<file path="src/rtl/apple_spawner.sv">
// apple_spawner: picks a pseudo-random free grid cell for the next apple.
// A free-running 16-bit LFSR supplies candidates. Each candidate is checked
// against the grid bounds and the snake head. It is then checked against
// every body segment, which are read one per cycle from an external
// synchronous RAM.
// Optional feature: define APPLE_SPAWNER_EAT_COUNT_EN to enable the
// eat_count counter. Without it, eat_count is tied to zero.
module apple_spawner #(
  parameter int          XW        = 5,
  parameter int          YW        = 5,
  parameter int          GRID_W    = 20,
  parameter int          GRID_H    = 20,
  parameter int          MAX_LEN   = 64,
  parameter logic [15:0] LFSR_SEED = 16'hACE1,
  localparam int         LW        = $clog2(MAX_LEN + 1),
  localparam int         AW        = (MAX_LEN > 1) ? $clog2(MAX_LEN) : 1
) (
  input  logic          clk,
  input  logic          rst_n,
  input  logic          spawn_req,
  input  logic [XW-1:0] head_x,
  input  logic [YW-1:0] head_y,
  input  logic          head_vld,
  input  logic [LW-1:0] body_len,
  output logic [AW-1:0] body_addr,
  output logic          body_rd,
  input  logic [XW-1:0] body_x,
  input  logic [YW-1:0] body_y,
  output logic [XW-1:0] apple_x,
  output logic [YW-1:0] apple_y,
  output logic          apple_vld,
  output logic          eaten,
  output logic          busy,
  output logic [15:0]   eat_count
);

  typedef enum logic [1:0] {IDLE, GEN, SCAN, PLACED} state_t;

  localparam logic [XW:0]   GW   = GRID_W[XW:0];
  localparam logic [YW:0]   GH   = GRID_H[YW:0];
  localparam logic [LW-1:0] MAXL = MAX_LEN[LW-1:0];

  state_t        state, nxt;
  logic [15:0]   lfsr;
  logic          lfsr_fb;
  logic [XW-1:0] gen_x, cand_x, place_x;
  logic [YW-1:0] gen_y, cand_y, place_y;
  logic [LW-1:0] len_lim, scan_len, rd_idx;
  logic          cmp_vld, gen_ok, seg_hit, last_cmp, eat_hit;
  logic          accept, place;

  assign lfsr_fb  = lfsr[15] ^ lfsr[13] ^ lfsr[12] ^ lfsr[10];
  assign gen_x    = lfsr[XW-1:0];
  assign gen_y    = lfsr[XW+YW-1:XW];
  assign gen_ok   = ({1'b0, gen_x} < GW) && ({1'b0, gen_y} < GH) &&
                    !(head_vld && gen_x == head_x && gen_y == head_y);
  assign len_lim  = (body_len > MAXL) ? MAXL : body_len;
  // Read data lags body_rd by one cycle, so compares trail reads by one.
  assign seg_hit  = cmp_vld && body_x == cand_x && body_y == cand_y;
  assign last_cmp = cmp_vld && (rd_idx == scan_len);
  assign eat_hit  = (state == PLACED) && apple_vld && head_vld &&
                    head_x == apple_x && head_y == apple_y;

  assign busy      = (state == GEN) || (state == SCAN);
  assign body_rd   = (state == SCAN) && (rd_idx < scan_len);
  assign body_addr = body_rd ? rd_idx[AW-1:0] : '0;

  // Free-running LFSR; a nonzero seed keeps it off the all-zero lockup state.
  always_ff @(posedge clk or negedge rst_n) begin
    if (!rst_n) lfsr <= LFSR_SEED;
    else        lfsr <= {lfsr[14:0], lfsr_fb};
  end

  // Next-state and placement decisions.
  always_comb begin
    nxt     = state;
    accept  = 1'b0;
    place   = 1'b0;
    place_x = cand_x;
    place_y = cand_y;
    case (state)
      IDLE, PLACED: if (spawn_req || eaten) nxt = GEN;
      GEN: begin
        if (gen_ok) begin
          accept = 1'b1;
          if (len_lim == '0) begin
            place   = 1'b1;
            place_x = gen_x;
            place_y = gen_y;
            nxt     = PLACED;
          end else begin
            nxt = SCAN;
          end
        end
      end
      SCAN: begin
        if (seg_hit) begin
          nxt = GEN;
        end else if (last_cmp) begin
          place = 1'b1;
          nxt   = PLACED;
        end
      end
      default: nxt = IDLE;
    endcase
  end

  // State register, candidate latch, scan pointer and apple outputs.
  always_ff @(posedge clk or negedge rst_n) begin
    if (!rst_n) begin
      state     <= IDLE;
      cand_x    <= '0;
      cand_y    <= '0;
      scan_len  <= '0;
      rd_idx    <= '0;
      cmp_vld   <= 1'b0;
      apple_x   <= '0;
      apple_y   <= '0;
      apple_vld <= 1'b0;
      eaten     <= 1'b0;
    end else begin
      state   <= nxt;
      cmp_vld <= body_rd;
      if (accept) begin
        cand_x   <= gen_x;
        cand_y   <= gen_y;
        scan_len <= len_lim;
        rd_idx   <= '0;
      end else if (body_rd) begin
        rd_idx <= rd_idx + LW'(1);
      end
      if (place) begin
        apple_x   <= place_x;
        apple_y   <= place_y;
        apple_vld <= 1'b1;
      end else if (eat_hit) begin
        apple_vld <= 1'b0;
      end
      eaten <= eat_hit;
    end
  end

`ifdef APPLE_SPAWNER_EAT_COUNT_EN
  // Eat counter; updates on the same edge that raises eaten.
  always_ff @(posedge clk or negedge rst_n) begin
    if (!rst_n)       eat_count <= '0;
    else if (eat_hit) eat_count <= eat_count + 16'd1;
  end
`else
  assign eat_count = '0;
`endif

endmodule

</file>
<file path="config.mk">
export PLATFORM = sky130hd
export DESIGN_NAME = apple_spawner
export DESIGN_NICKNAME = d
export VERILOG_FILES = /design/src/rtl/apple_spawner.sv
export SDC_FILE = /design/constraint.sdc
export NUM_CORES = 1
export LEC_CHECK = 0
export CAP_MARGIN = 20
export CORE_MARGIN = 2
export CORE_UTILIZATION = 45
export CTS_BUF_LIST = sky130_fd_sc_hd__clkbuf_4
export DETAILED_ROUTE_END_ITERATION = 8
export HOLD_SLACK_MARGIN = 0.15
export PLACE_DENSITY = 0.82
export SLEW_MARGIN = 20
export SYNTH_ARGS = -nofsm -noshare
export SYNTH_HDL_FRONTEND = slang
export SYNTH_SLANG_ARGS = --single-unit
export TNS_END_PERCENT = 100
</file>
<file path="constraint.sdc">
create_clock -name clk -period 2.75 [get_ports clk]
set_input_delay 0.55 -clock clk [delete_from_list [all_inputs] [get_ports clk]]
set_output_delay 0.55 -clock clk [all_outputs]
set_load 0.02 [all_outputs]
</file>
==> qor.yml, run 1 <==
status:
  status: "finished, final reports clean"
global_route:
  combined_global_route_utilization_of_all_metal_layers: 0.1967
  grt.busiest_layer: "met2"
  maximum_number_of_pins_on_one_net_before_global_route_repair: 56
  grt.met3_usage: 0.04326
  grt_util_met1: 0.2463
  number_of_antenna_violations_at_the_first_check_in_global_routing: 0
  aggregate_global_routing_overflow: 0
  number_of_global_route_vias_before_repair: 2236
  groute.layer.met2.usage: 0.3326
  first_pass_grt_wire_length_um: 10940
sta:
  rsz0062_at_grt: "yes"
  finalSetupViolations: 0
  achievable-frequency_ghz: 0.3749
  final_hold_viol_count: 0
  post-route-min-period_ps: 2667
  worstMarginPinSlew_ps: 916.8
  timing.max_slew.rel_slack: 0.3861
  setup-tns-final_ps: 0
  holdWs_ps: 243.5
  finalCritPeriodShare: 0.9699
  fin_worst_skew_ps: 19.83
  drv_slew: 0
finish:
  final_layout_size_suffix_gt1_frac: 0.1614
  area_delta_synth_final_pct: 23.10
  fillCellCount: 530
  number_of_diodes_added_for_antenna_fixing: 0
  finalNonFillerCells: 424
  nNetsFinal: 388
critical_path:
  critical_path.max_stage_delay_ps: 430
  crit_fanout: 2
  crit_chain: "ha_1 -> and3_1 -> nand2_1 -> nand4b_1 -> buf_6 -> nor3_2 -> buf_2"
  cp.arrival_ps: 2120
  worstSetupPathType: "register to output pin"
  critical_path.slowest_cell: "dfrtp_1"
  critPathLaunchType: "register"
  critPathRequiredTime_ps: 2200
  critical_path.endpoint_type: "output pin"
yosys:
  yosys_most_used_dff: "dfrtp_1"
  synthesis.yosys.warnings: 0
  ys_seq_area_frac: 0.4776
  ys_ff_latch: 55
  synth.cell_area_um2: 2903
  synth.top_cell.area_share: 0.4052
  synthCells: 281
  synth.area.top_cells: "dfrtp_1 41%, xnor2_1 10%, dfstp_2 7.2%"
  synth-async-reset-ratio: 1.000
  synth.cells.most_frequent: "47 x dfrtp_1, 40 x nand2_1, 33 x xnor2_1"
  cell_accounting_for_the_most_synthesized_area: "dfrtp_1"
  netlist-cell-type-count: 43
  avgSynthCellArea_um2: 10.33
  synth_edf_count: 0
  post-synth-top-count-cell: "dfrtp_1"
clocking:
  tritoncts.num_buffers: 5
  max-clock-path-buffers: 2
  cts_htree_levels: 2
  clockRootBuffer: "clkbuf_4"
  cts.clk_slew.worst_paths_ps: 160
  cts_tree: "yes"
  clock_sinks: 55
  cts-hold-fix-buffers: 0
  clock_insertion_delay_worst_skew_ps: 390
run:
  max_cap_viol_count: 0
routing:
  dr.pass1.iters: 4
  routed_wirelength_um: 6669
  drt.antenna.violating_nets: 0
  vias_per_cell: 5.177
  detailedRoute.firstIterationViolations: 136
  drc_errors: 0
  vias: 2195
  wl_per_cell_um: 15.73
floorplanning:
  die_h_um: 84.32
  coreArea_um2: 6277
  die-area_um2: 7109
  die_w_um: 84.32
  design.portCount: 67
  std_cell_rows: 29
  floorplan.initialDensity: 0.4624
placement:
  dp_hpwl_um: 5121
  buffer_ports.inserted: 50
  post-place-cells: 414
  finalWeightedCongestion: 0.8372
hold_path:
  min-delay-path-class: "input pin to asynchronous set/reset pin"
power:
  powerDensity_nw_per_um2: 740.8
  leakage_power_uw: 0.001582
  irDropWorstVdd_v: 0.0003946
## through the flow
stage	cell area [um^2]	util	total power, uW	setup WS, ps
floorplan	2959	-	1783	173.3
global placement	3498	0.5573	2217	52.17
detailed placement	3498	0.5573	2252	-8.413
CTS	3568	0.5685	2629	3.036
global route	3573	0.5693	2811	-14.81
finish	3573	0.5693	2647	82.91
## state kept, by name, indices dropped and copies added (netlist names)
register,count
cmp_vld,1
apple_y,5
scan_len,7
eaten,1
cand_x,5
rd_idx,7
apple_x,5
cand_y,5
apple_vld,1
state,2
lfsr,16
## final timing paths
kind / cells after the start / to / startpoint / slack, ps
setup / recovery: 7 / body_addr[0] / rd_idx[5]$_DFFE_PN0P_ / 80
hold / removal: 2 / cand_x[0]$_DFFE_PN0P_ / rst_n / 240
setup reg to reg: 9 / rd_idx[6]$_DFFE_PN0P_ / rd_idx[5]$_DFFE_PN0P_ / 430
hold reg to reg: 0 / lfsr[11]$_DFF_PN1_ / lfsr[10]$_DFF_PN1_ / 390
max in group asynchronous: 2 / state[0]$_DFFE_PN0P_ / rst_n / 2040
min in group clk: 0 / lfsr[11]$_DFF_PN1_ / lfsr[10]$_DFF_PN1_ / 390
## logic make-up (layout without fill, tap and decap cells)
group,after synthesis,after routing,synth area share
buffers and inverters,34,85,0.06896
multiplexers,1,1,0.003448
other,1,16,0.001292
XOR/XNOR,39,39,0.1177
AND/OR/NAND/NOR,109,109,0.2017
AO/OA/AOI/OAI,31,31,0.08190
flip-flops,55,55,0.4776
adder cells (fa/ha/maj),11,11,0.04741
## where the power goes
part	switching, uW	internal, uW	leakage [uW]
logic	637	546	0.000830
clock network	257	104	0.0000336
registers	144	958	0.000719
## per-layer routing
metal,vias to the layer above,routed length (um)
met3,11,310
met5,-,0
met4,0,116
met2,53,3378
li1,1060,-
met1,1071,2865
## cell usage in the layout, fill, tap and decap left out, drive strengths merged, types with 8 or more instances in the layout
cell           count
inv               14
buf               22
o21ai             12
nand4             12
or2               10
ha                11
dfstp              8
xnor2             33
dfrtp             47
nand2             40
clkdlybuf4s50     42
conb              16
nor2              10
o221a             10
## worst max-delay path, delay by kind of cell (launching register included)
family                     cells  cell delay, ps
and+or+nand+nor                4             610
DFF                            1             430
buffers and inverters          2             390
adders and majority gates      1             310
## final cells by class
| type | instances | area, um^2 | share of cell area |
|---|---|---|---|
| Clock buffer | 5 | 37.54 | 0.01050 |
| Clock inverter | 3 | 21.27 | 0.005952 |
| Inverter | 12 | 45.04 | 0.01261 |
| Multi-Input combinational cell | 207 | 1398 | 0.3911 |
| Sequential cell | 55 | 1386 | 0.3880 |
| Tap cell | 77 | 96.34 | 0.02696 |
| Timing Repair Buffer | 65 | 589.3 | 0.1649 |
## what timing repair did
action,in CTS,in global routing
buffers inserted,0,2
pin swaps,1,2
endpoints found under the setup margin,7,7
resized for setup,25,15
(Power assumes the default switching activity.)
==> run 2: changes to the inputs <==
PLACE_DENSITY = 0.85   (was 0.82)
clock period = 2.2 ns   (was 2.75 ns; I/O delays follow)
==> run 2 against run 1 <==
  * The run now ends with negative setup slack left
  * Via count is 11% higher
  * Register-to-register slack worse by 340 ps
  * Critical path depth is 2 higher
  * Cell count is 8.5% higher
==> qor.yml, run 2 (synthesis results as in run 1) <==
floorplanning:
  die-area_um2: 7109  # unchanged
  die_w_um: 84.32  # unchanged
  design.portCount: 67  # unchanged
  coreArea_um2: 6277  # unchanged
  die_h_um: 84.32  # unchanged
  floorplan.initialDensity: 0.4624  # unchanged
  std_cell_rows: 29  # unchanged
finish:
  max_flop_register: "lfsr"
  final_design_area_no_fill_um2: 4026  # +13%
  nNetsFinal: 424  # +9.3%
  area_delta_synth_final_pct: 38.71
  finalNonFillerCells: 460  # +8.5%
  layout_commonest_cell: "dfrtp_1"
  largest_reg_flops: 16  # unchanged
  number_of_diodes_added_for_antenna_fixing: 0  # unchanged
  final_layout_size_suffix_gt1_frac: 0.2846  # +0.1232
  top_regs: "lfsr: 16 flops, rd_idx: 7 flops, scan_len: 7 flops"
  layout_common_cells: "47 x dfrtp_1, 46 x buf_4, 41 x clkdlybuf4s50_1"
clocking:
  tritoncts.num_buffers: 5  # unchanged
  cts_tree: "yes"
  clockRootBuffer: "clkbuf_4"
  clock_sinks: 55  # unchanged
  clock_insertion_delay_worst_skew_ps: 400  # about the same
  cts.clk_slew.worst_paths_ps: 170  # about the same
  max-clock-path-buffers: 2  # unchanged
  cts_htree_levels: 2  # unchanged
placement:
  post-place-cells: 445  # +7.5%
  dp_hpwl_um: 5454  # +6.5%
  place_ws_ps: -359.3  # -350.9 ps
  finalWeightedCongestion: 0.8418  # +0.55%
  buffer_ports.inserted: 50  # unchanged
  postPlaceCellArea_um2: 3772  # +7.8%
status:
  status: "finished with violations"
  failed_checks: "negative setup slack"
global_route:
  number_of_antenna_violations_at_the_first_check_in_global_routing: 0  # unchanged
  maximum_number_of_pins_on_one_net_before_global_route_repair: 34  # -39%
  first_pass_grt_wire_length_um: 12320  # +13%
  aggregate_global_routing_overflow: 0  # unchanged
  combined_global_route_utilization_of_all_metal_layers: 0.2196  # +0.02292
  number_of_global_route_vias_before_repair: 2468  # +10%
routing:
  detailedRoute.firstIterationViolations: 218  # +60%
  wl_per_cell_um: 16.70  # +6.2%
  routed_wirelength_um: 7681  # +15%
  vias_per_cell: 5.274  # +1.9%
  drc_errors: 0  # unchanged
  vias: 2426  # +11%
  dr.pass1.iters: 5  # +1
  drt.antenna.violating_nets: 0  # unchanged
sta:
  timing.final.ws_setup_ps: -331.5  # -414.4 ps
  rsz0062_at_grt: "yes"
  finalCritPeriodShare: 1.151
  timing.max_slew.rel_slack: 0.6384  # +0.2523
  achievable-frequency_ghz: 0.3950
  setup-tns-final_ps: -2017  # -2017 ps
  post-route-min-period_ps: 2532
  final_hold_viol_count: 0  # unchanged
  fin_worst_skew_ps: 13.22  # -6.612 ps
  finalSetupViolations: 7  # +7
  drv_slew: 0  # unchanged
  worstMarginPinSlew_ps: 542.4  # -374.4 ps
critical_path:
  crit_chain: "inv_1 -> ha_4 -> and3_4 -> nand2_2 -> nand4b_1 -> nor2_4 -> buf_6 -> and2_4 -> buf_6"
  critPathRequiredTime_ps: 1760  # -440 ps
  critPathLaunchType: "register"
  critical_path.endpoint_type: "output pin"
  worstSetupPathType: "register to output pin"
  path_delay_family: "simple AND/OR/NAND/NOR gates"
  critical_path.max_stage_delay_ps: 400  # -30 ps
  crit_fanout: 6  # +4
  worstPathBufferInverterCount: 3  # +1
  critical_path.slowest_cell: "dfrtp_1"
  worst_path_most_repeated_cell: "buf_6"
  cp.arrival_ps: 2090  # -30 ps
hold_path:
  min-delay-path-class: "register to register"
power:
  leakage_power_uw: 0.001790  # +13%
  powerDensity_nw_per_um2: 915.8  # +24%
  irDropWorstVdd_v: 0.0004639  # +18%
  fin_total_pwr_uw: 3688  # +39%
run:
  max_cap_viol_count: 0  # unchanged
[run 2: stage by stage]
stage          utilization  hold WS, ps
2_1_floorplan            -        144.4
3_3_place_gp        0.6010        340.0
3_5_place_dp        0.6010        344.0
4_1_cts             0.6277        379.7
5_1_grt             0.6414        381.7
6_report            0.6414        375.7
[run 2: routing by layer]
metal  wire [um]  global-route usage  up-vias  part of all wire
met2        3795              0.3788       99              0.49
li1            -                   -     1128                 -
met4         181             0.06452        0             0.024
met5           0                   0        -                 0
met3         431             0.02360       17             0.056
met1        3272              0.2933     1182              0.43
[run 2: where the power goes]
| group | switching, uW | total (uW) | leakage (uW) | internal [uW] |
|---|---|---|---|---|
| Combinational | 956 | 1830 | 0.00104 | 874 |
| Clock | 352 | 489 | 0.0000337 | 137 |
| Sequential | 170 | 1370 | 0.000719 | 1200 |
| Total | 1480 | 3690 | 0.00179 | 2210 |
[run 2: layout make-up]
| cell class | count | area [um^2] |
|---|---|---|
| Clock inverter | 3 | 27.53 |
| Inverter | 12 | 45.04 |
| Timing Repair Buffer | 101 | 920.9 |
| Clock buffer | 5 | 37.54 |
| Sequential cell | 55 | 1386 |
| Multi-Input combinational cell | 207 | 1513 |
| Fill cell | 463 | 2251 |
| Tap cell | 77 | 96.34 |
[run 2: worst paths after layout]
path                       cells past startpoint                     from                endpoint  slack (ps)
setup reg to reg                               9    rd_idx[6]$_DFFE_PN0P_  apple_y[4]$_DFFE_PN0P_          90
hold / removal                                 0       lfsr[14]$_DFF_PN0_      lfsr[15]$_DFF_PN1_         380
setup / recovery                               9  scan_len[5]$_DFFE_PN0P_            body_addr[2]        -330
min in group asynchronous                      2                    rst_n       lfsr[4]$_DFF_PN0_         530
max in group asynchronous                      3                    rst_n      lfsr[15]$_DFF_PN1_        1040
hold reg to reg                                0       lfsr[14]$_DFF_PN0_      lfsr[15]$_DFF_PN1_         380
[run 2: worst reg2reg max path: cells and delay by family, from the launching register on]
kind,cells,cell delay (ps)
AOI/OAI and AO/OA,2,370
adders and majority gates,1,290
buffers and inverters,2,330
DFF,1,450
and+or+nand+nor,4,640
[run 2: what timing repair did]
action	CTS	global route
endpoints found under the setup margin	8	23
hold buffers	1	0
pin swaps	10	8
setup buffers	6	2
endpoints found under the hold margin	19	0
gates resized for setup	51	17
